<file path="src/rtl/pdp8_pkg.sv">
// Shared CPLDP-8 definitions: BIN loader state encoding, special tape bytes
// and the byte-class decoder used by the paper-tape loader.
package pdp8_pkg;

   typedef enum logic [2:0] {
      IDLE,
      LEAD,
      HI,
      LO,
      CHECK,
      FIN
   } load_state_t;

   typedef enum logic [2:0] {
      CLS_LEADER,
      CLS_RUBOUT,
      CLS_FIELD,
      CLS_ORIGIN,
      CLS_DATA,
      CLS_OTHER
   } byte_class_t;

   localparam logic [7:0] BIN_LEADER = 8'h80;
   localparam logic [7:0] BIN_RUBOUT = 8'hFF;

   // Leader and rubout are exact codes, so they are tested before the
   // bit-pattern classes they would otherwise alias.
   function automatic byte_class_t classify_byte(input logic [7:0] b);
      if (b == BIN_LEADER)
         return CLS_LEADER;
      else if (b == BIN_RUBOUT)
         return CLS_RUBOUT;
      else if (b[7:6] == 2'b11 && b[2:0] == 3'b000)
         return CLS_FIELD;
      else if (b[7:6] == 2'b01)
         return CLS_ORIGIN;
      else if (b[7:6] == 2'b00)
         return CLS_DATA;
      else
         return CLS_OTHER;
   endfunction

endpackage

</file>
<file path="src/rtl/bin_loader.sv">
// Paper-tape BIN loader: decodes leader, origin, field and data frames from
// the serial receiver and writes words to RAM, checking the trailing checksum.
module bin_loader
   import pdp8_pkg::*;
#(
   parameter int MIN_LEADER = 4
) (
   input  logic        clk,
   input  logic        reset,
   input  logic        start,
   input  logic [7:0]  rx_data,
   input  logic        rx_valid,
   output logic [11:0] mem_addr,
   output logic [2:0]  mem_field,
   output logic [11:0] mem_wdata,
   output logic        mem_we,
   output logic        busy,
   output logic        done,
   output logic        cksum_err
);

   localparam int CW = $clog2(MIN_LEADER + 1) + 1;

   load_state_t   state;
   byte_class_t   cls;
   logic [7:0]    hi_latch;
   logic [7:0]    pend_hi;
   logic [7:0]    pend_lo;
   logic          pend_valid;
   logic          pend_is_data;
   logic [11:0]   pend_word;
   logic [11:0]   addr_cnt;
   logic [11:0]   cksum;
   logic [2:0]    field;
   logic [CW-1:0] lead_cnt;
   logic          lead_ok;
   logic          hi_phase;
   logic          lo_phase;
   logic          do_commit;

   // hi_phase also covers the first frame byte after a long-enough leader,
   // which is handled exactly as if the loader were already in HI.
   always_comb begin
      cls       = classify_byte(rx_data);
      pend_word = {pend_hi[5:0], pend_lo[5:0]};
      lead_ok   = (lead_cnt >= CW'(MIN_LEADER));
      hi_phase  = rx_valid && ((state == HI) ||
                  (state == LEAD && lead_ok && cls != CLS_LEADER && cls != CLS_RUBOUT));
      lo_phase  = rx_valid && (state == LO) && (cls != CLS_RUBOUT) && (rx_data[7:6] == 2'b00);
      do_commit = pend_valid && ((hi_phase && cls == CLS_FIELD) || lo_phase);
   end

   // Single sequential block: state machine, frame datapath and the commit of
   // the previously pending frame, which always reads the pre-edge values.
   always_ff @(posedge clk or posedge reset) begin
      if (reset) begin
         state        <= IDLE;
         hi_latch     <= '0;
         pend_hi      <= '0;
         pend_lo      <= '0;
         pend_valid   <= 1'b0;
         pend_is_data <= 1'b0;
         addr_cnt     <= '0;
         cksum        <= '0;
         field        <= '0;
         lead_cnt     <= '0;
         mem_addr     <= '0;
         mem_field    <= '0;
         mem_wdata    <= '0;
         mem_we       <= 1'b0;
         busy         <= 1'b0;
         done         <= 1'b0;
         cksum_err    <= 1'b0;
      end else begin
         mem_we <= 1'b0;

         case (state)
            IDLE, CHECK, FIN: begin
               if (state == CHECK)
                  state <= FIN;
               if (start) begin
                  state      <= LEAD;
                  busy       <= 1'b1;
                  done       <= 1'b0;
                  cksum_err  <= 1'b0;
                  lead_cnt   <= '0;
                  cksum      <= '0;
                  pend_valid <= 1'b0;
                  field      <= '0;
               end
            end
            LEAD: begin
               if (rx_valid && !hi_phase) begin
                  if (cls == CLS_LEADER) begin
                     if (!lead_ok)
                        lead_cnt <= lead_cnt + CW'(1);
                  end else if (cls != CLS_RUBOUT) begin
                     lead_cnt <= '0;
                  end
               end
            end
            LO: begin
               if (rx_valid && cls != CLS_RUBOUT) begin
                  if (rx_data[7:6] != 2'b00) begin
                     cksum_err <= 1'b1;
                     done      <= 1'b1;
                     busy      <= 1'b0;
                     state     <= FIN;
                  end else begin
                     pend_hi      <= hi_latch;
                     pend_lo      <= rx_data;
                     pend_is_data <= (hi_latch[6] == 1'b0);
                     pend_valid   <= 1'b1;
                     state        <= HI;
                  end
               end
            end
            default: ;
         endcase

         if (hi_phase) begin
            case (cls)
               CLS_ORIGIN, CLS_DATA: begin
                  hi_latch <= rx_data;
                  state    <= LO;
               end
               CLS_FIELD: begin
                  field <= rx_data[5:3];
                  state <= HI;
               end
               CLS_LEADER: begin
                  if (pend_valid) begin
                     cksum_err <= (cksum != pend_word);
                     done      <= 1'b1;
                     busy      <= 1'b0;
                     state     <= CHECK;
                  end
               end
               default: state <= HI;
            endcase
         end

         // The address counter wraps inside the 12-bit space and never
         // carries into the field register.
         if (do_commit) begin
            cksum <= cksum + 12'(pend_hi) + 12'(pend_lo);
            if (pend_is_data) begin
               mem_we    <= 1'b1;
               mem_field <= field;
               mem_addr  <= addr_cnt;
               mem_wdata <= pend_word;
               addr_cnt  <= addr_cnt + 12'd1;
            end else begin
               addr_cnt <= pend_word;
            end
         end
      end
   end

endmodule

</file>
<file path="config.mk">
export PLATFORM = sky130hd
export DESIGN_NAME = bin_loader
export DESIGN_NICKNAME = d
export VERILOG_FILES = /design/src/rtl/pdp8_pkg.sv /design/src/rtl/bin_loader.sv
export SDC_FILE = /design/constraint.sdc
export NUM_CORES = 1
export LEC_CHECK = 0
export ABC_AREA = 0
export CAP_MARGIN = 25
export CORE_MARGIN = 5
export CORE_UTILIZATION = 40
export CTS_CLUSTER_SIZE = 14
export DETAILED_ROUTE_END_ITERATION = 16
export HOLD_SLACK_MARGIN = 0.1
export SYNTH_ARGS = -nofsm -noshare
export SYNTH_HDL_FRONTEND = slang
export SYNTH_SLANG_ARGS = --single-unit
</file>
<file path="constraint.sdc">
create_clock -name clk -period 2.65 [get_ports clk]
set_input_delay 0.265 -clock clk [delete_from_list [all_inputs] [get_ports clk]]
set_output_delay 0.265 -clock clk [all_outputs]
set_load 0.005 [all_outputs]
</file>
=== Yosys cells after proc, flatten, opt, wreduce, memory -nomap -nowiden ===
Cells that the tools add are included.

* Register bits after elaboration: 91
* Input port bits: 12
* Output and inout port bits: 31
* Word-level logic and storage cells: 131

* Bitwise gates (word level): 2
* Eq/ne operators: 20
* Add/subtract/negate cells: 4
* $lt $le $gt $ge: 1
* Mux-type cells: 54
* Reductions and logical operators: 33

{| class="wikitable"
|+ Operators with widths
! operator !! number
|-
| $mux W12 || 4
|-
| $mux W3 || 14
|-
| $add A12 B8 Y12 || 2
|-
| $mux W1 || 24
|-
| $mux W4 || 5
|-
| $eq A8 B8 Y1 const B || 2
|-
| $add A12 B1 Y12 const B || 1
|-
| $eq A3 B2 Y1 const B || 4
|-
| $logic_and A1 B1 Y1 || 12
|-
| $ne A12 B12 Y1 || 1
|-
| $pmux W3 S2 || 2
|-
| $reduce_bool A2 Y1 || 5
|-
| $eq A3 B3 Y1 const B || 3
|-
| $logic_not A3 Y1 || 3
|-
| $pmux W1 S2 || 4
|-
| $pmux W4 S2 || 1
|-
| $ne A3 B1 Y1 const B || 2
|-
| $reduce_and A2 Y1 || 3
|-
| $reduce_and A5 Y1 || 1
|-
| $add A4 B1 Y4 const B || 1
|-
| $ge A4 B3 Y1 const B || 1
|-
| $ne A2 B1 Y1 const B || 2
|-
| $ne A2 B2 Y1 const B || 2
|-
| $reduce_and A4 Y1 || 1
|-
| other kinds (12) || 14
|}

=== Longest topological paths before layout ===
* Depth after elaboration: 16
* Depth in mapped cells: 8
* Depth with buffers taken out: 8

=== Worst setup path after synthesis ===
Ideal clock, no wire load.

* Kind: flip-flop to flip-flop
* Start: register pend_hi[4]
* End: register cksum[10]
* Period minus slack after synthesis: 2.564 ns
* Setup time: 0.104 ns
* Stages on the path, launching flop included: 8
* Path buffers: 0
* Data required time: 2.546 ns
* Arrival time: 2.460 ns
* Setup slack: 0.086 ns
* Path through: dfrtp_1 fa_1 ha_1 and3_1 a221o_1 o41ai_1 nor2b_1 o311ai_1

* Cells in the longest elaborated chain, start to end: 3

{| class="wikitable"
|+ RTL lines
! item !! RTL line !! RTL
|-
| start, declared || bin_loader.sv:27 || <nowiki>logic [7:0] pend_hi;</nowiki>
|-
| start signal, assigned || bin_loader.sv:110 || <nowiki>pend_hi <= hi_latch;</nowiki>
|-
| $add A12 B8 Y12 (2 in series) || bin_loader.sv:146 || <nowiki>cksum <= cksum + 12'(pend_hi) + 12'(pend_lo);</nowiki>
|-
| $mux W12 || bin_loader.sv:145 || <nowiki>if (do_commit) begin</nowiki>
|-
| end signal, assigned || bin_loader.sv:146 ||
|-
| end, declared || bin_loader.sv:33 || <nowiki>logic [11:0] cksum;</nowiki>
|}

Every way passes these cells.
A chain may end at the register's enable or synchronous reset.

=== Final worst setup path ===
* Start: register pend_hi[5]
* End: register cksum[10]

The elaborated chain is that of the path after synthesis.

==> impl_metrics.yaml <==
clock_tree:
  cts_buffers: 9
  ctsHoldBuffers: 0
  cts.sinks: 91
  h-tree-depth: 3
  path_clk_slew_ps: 70
  clkLatencyLatePin_ps: 350
  clk_path_buf_depth: 2
  cts_tree: "built"
  root_buffer: "clkbuf_16"
pwr:
  pwr-share-seq: 0.421
  power.total_mw: 4.201
  ir_drop_mv: 0.4240
  power.switching_mw: 1.307
  combinationalPowerShare: 0.282
  swShare: 0.3111
  p_per_area_nw_per_um2: 728.6
  leakagePower_nw: 2.696
  internal_power_mw: 2.894
  p_clk_frac: 0.297
routing:
  antenna_left: 0
  vias_per_cell: 5.382
  vias: 3353
  avgRoutedWirePerCell_um: 17.36
  wirelength_um: 10820
  drt-pass1-iter-count: 4
  drt_iter0_drc: 166
  drc_errors: 0
synth:
  yosys-mux-area-fraction: 0.1322
  synth_top_area_frac: 0.4840
  yosysSeqAreaShare: 0.4840
  synth_top_area_cell: "dfrtp_1"
  synthCells: 411
  synth.avg_cell_area_um2: 11.45
  synth_xor_area_frac: 0.03165
  synthAdderAreaFrac: 0.06489
  yosysWarnings: 0
  synth_top_family_by_area: "simple AND/OR/NAND/NOR gates"
  async_flop_share: 1.000
  synth-compound-area-share: 0.1258
  ys_ff_latch: 91
  synth_edf_count: 0
  synth_ff_type: "dfrtp_1"
  syn_nets: 442
  synth_cell_type_count: 59
  synth.most_common_cell: "dfrtp_1"
  synthTopCellsByArea: "dfrtp_1 (48%), mux2_2 (6.9%), mux2_4 (5.4%)"
  synthSimpleGateAreaFrac: 0.1343
  netlist_area_um2: 4705
  synthTopCellsByCount: "dfrtp_1 (91), nand2_1 (36), mux2_2 (29), o21ai_0 (29)"
die:
  fp-row-count: 39
  dieArea_um2: 14030
  fp.dieW_um: 118.5
  start_util: 0.4103
  die-height_um: 118.5
  core_region_area_um2: 11470
  boundaryPins: 43
timing:
  skew_ps: 5.317
  finalCritPeriodShare: 0.9623
  max_freq_mhz: 392.2
  slew_headroom: 0.4790
  drv_slew: 0
  setup_tns_ps: 0
  fin_hold_ws_ps: 344.1
  worst_pin_slew_ps: 780.8
  finalSetupViolCount: 0
  hold_viol_final: 0
  period_minus_slack_ps: 2550
finish:
  drive_gt1_frac: 0.2375
  fin_nets: 506
  diodes: 0
  final_cells: 623
  area_growth_pct: 22.55
  n_fill_cell: 1024
  multi_input_area_um2: 2342
  regArea_um2: 2277
setup_path:
  endpoint_kind: "flip-flop"
  crit_type: "reg2reg"
  required_ps: 2900
  cp.arrival_ps: 2800
  rr_endpoint: "cksum[10]"
  r2r_cells: 8
  r2r_slack_ps: 100
  r2r-start: "pend_hi[5]"
  crit_path_max_fanout: 5
  start_kind: "flip-flop"
grt:
  grt_pass1_vias: 3404
  grt_start_max_net_pins: 42
  track_usage: 0.1617
  grt-ovfl-total: 0
  antenna_found_initial: 0
  grt_first_pass_wirelength_um: 17970
placed_design:
  dpl.hpwl_um: 7930
  gp_congestion: 0.8869
  port_buffers: 42
  place_inst: 606
hold_path:
  min_path_type: "in2async"
outcome:
  status: "completed"
flow_run:
  drv_cap: 0
worst max path at each step:
stage	startpoint	endpoint	slack, ps
3_3_place_gp	pend_hi[1]	cksum[9]	30
4_1_cts	pend_hi[4]	cksum[10]	10
5_1_grt	pend_lo[2]	cksum[10]	-4
2_1_floorplan	reset	addr_cnt[0]	20
6_report	pend_hi[5]	cksum[10]	100
3_5_place_dp	pend_hi[1]	cksum[9]	-10
registers in the layout, indices dropped and copies added, names as in the netlist, 3 cells and up:
name,flops
addr_cnt,12
state,3
mem_addr,12
field,3
cksum,12
mem_wdata,12
pend_lo,8
hi_latch,8
pend_hi,8
lead_cnt,4
mem_field,3
what timing repair did:
action	CTS	global route
resized for setup	1	7
pin swaps	0	3
setup buffers	0	1
cloned	0	0
endpoints found under the setup margin	1	5
critical path: stages (launching register included):
cell and delay, ps:
dfrtp_1 400, fa_1 490, ha_1 360, and3_1 160, a221o_1 380, o41ai_2 220
buf_4 160, nor2b_1 40, o311ai_1 240
metrics by stage:
stage / setup WS (ps) / utilization / instance area [um^2]
6_report: 99.97 / 0.5028 / 5766
3_5_place_dp: -14.49 / 0.4732 / 5426
4_1_cts: 11.70 / 0.4989 / 5720
2_1_floorplan: 21.39 / - / 4705
3_3_place_gp: 27.18 / 0.4732 / 5426
5_1_grt: -3.736 / 0.5028 / 5766
power by group through the flow:
stage / sequential [mW] / combinational (mW) / clock, mW
finish: 1.77 / 1.18 / 1.25
global route: 1.80 / 1.31 / 1.35
CTS: 1.77 / 1.15 / 1.28
detailed placement: 1.80 / 1.14 / 0
global placement: 1.79 / 1.12 / 0
floorplan: 1.80 / 0.617 / 0
kinds of logic (layout without fill, tap and decap cells):
group	count (synthesis)	count (layout)
and+or+nand+nor	122	122
DFF	91	91
AOI/OAI and AO/OA	85	85
muxes	50	50
buffers and inverters	27	96
adders and majority gates	19	19
xor gates and xnor gates	17	17
per-layer routing:
layer	track usage	wire, um	vias to the layer above
met4	0.05103	174	0
met3	0.04298	489	11
met2	0.2648	5256	61
met1	0.2101	4896	1670
met5	0	0	-
li1	-	-	1611
area by class of cell:
| type | instances | area share |
|---|---|---|
| tap | 143 | 0.03103 |
| multi-input combinational | 293 | 0.4063 |
| timing repair buffer | 69 | 0.1102 |
| sequential | 91 | 0.3950 |
| inverter | 11 | 0.007378 |
| clock buffer | 11 | 0.04384 |
| clock inverter | 5 | 0.006293 |
layout by cell type (no fill, tap or decap), types with 8 or more instances in the layout:
cell and instances:
clkdlybuf4s50_1 42, inv_1 10, mux2_4 17, fa_1 8
xnor2_1 12, o21ai_0 28, nand3_1 17, buf_4 26
nor2_1 15, nor3_1 13, mux2_2 29, ha_1 8
dfrtp_1 91, nand4_1 9, clkbuf_16 9, a21oi_1 16
nand2_1 36
Note: power is estimated with default switching activity, not from simulation.
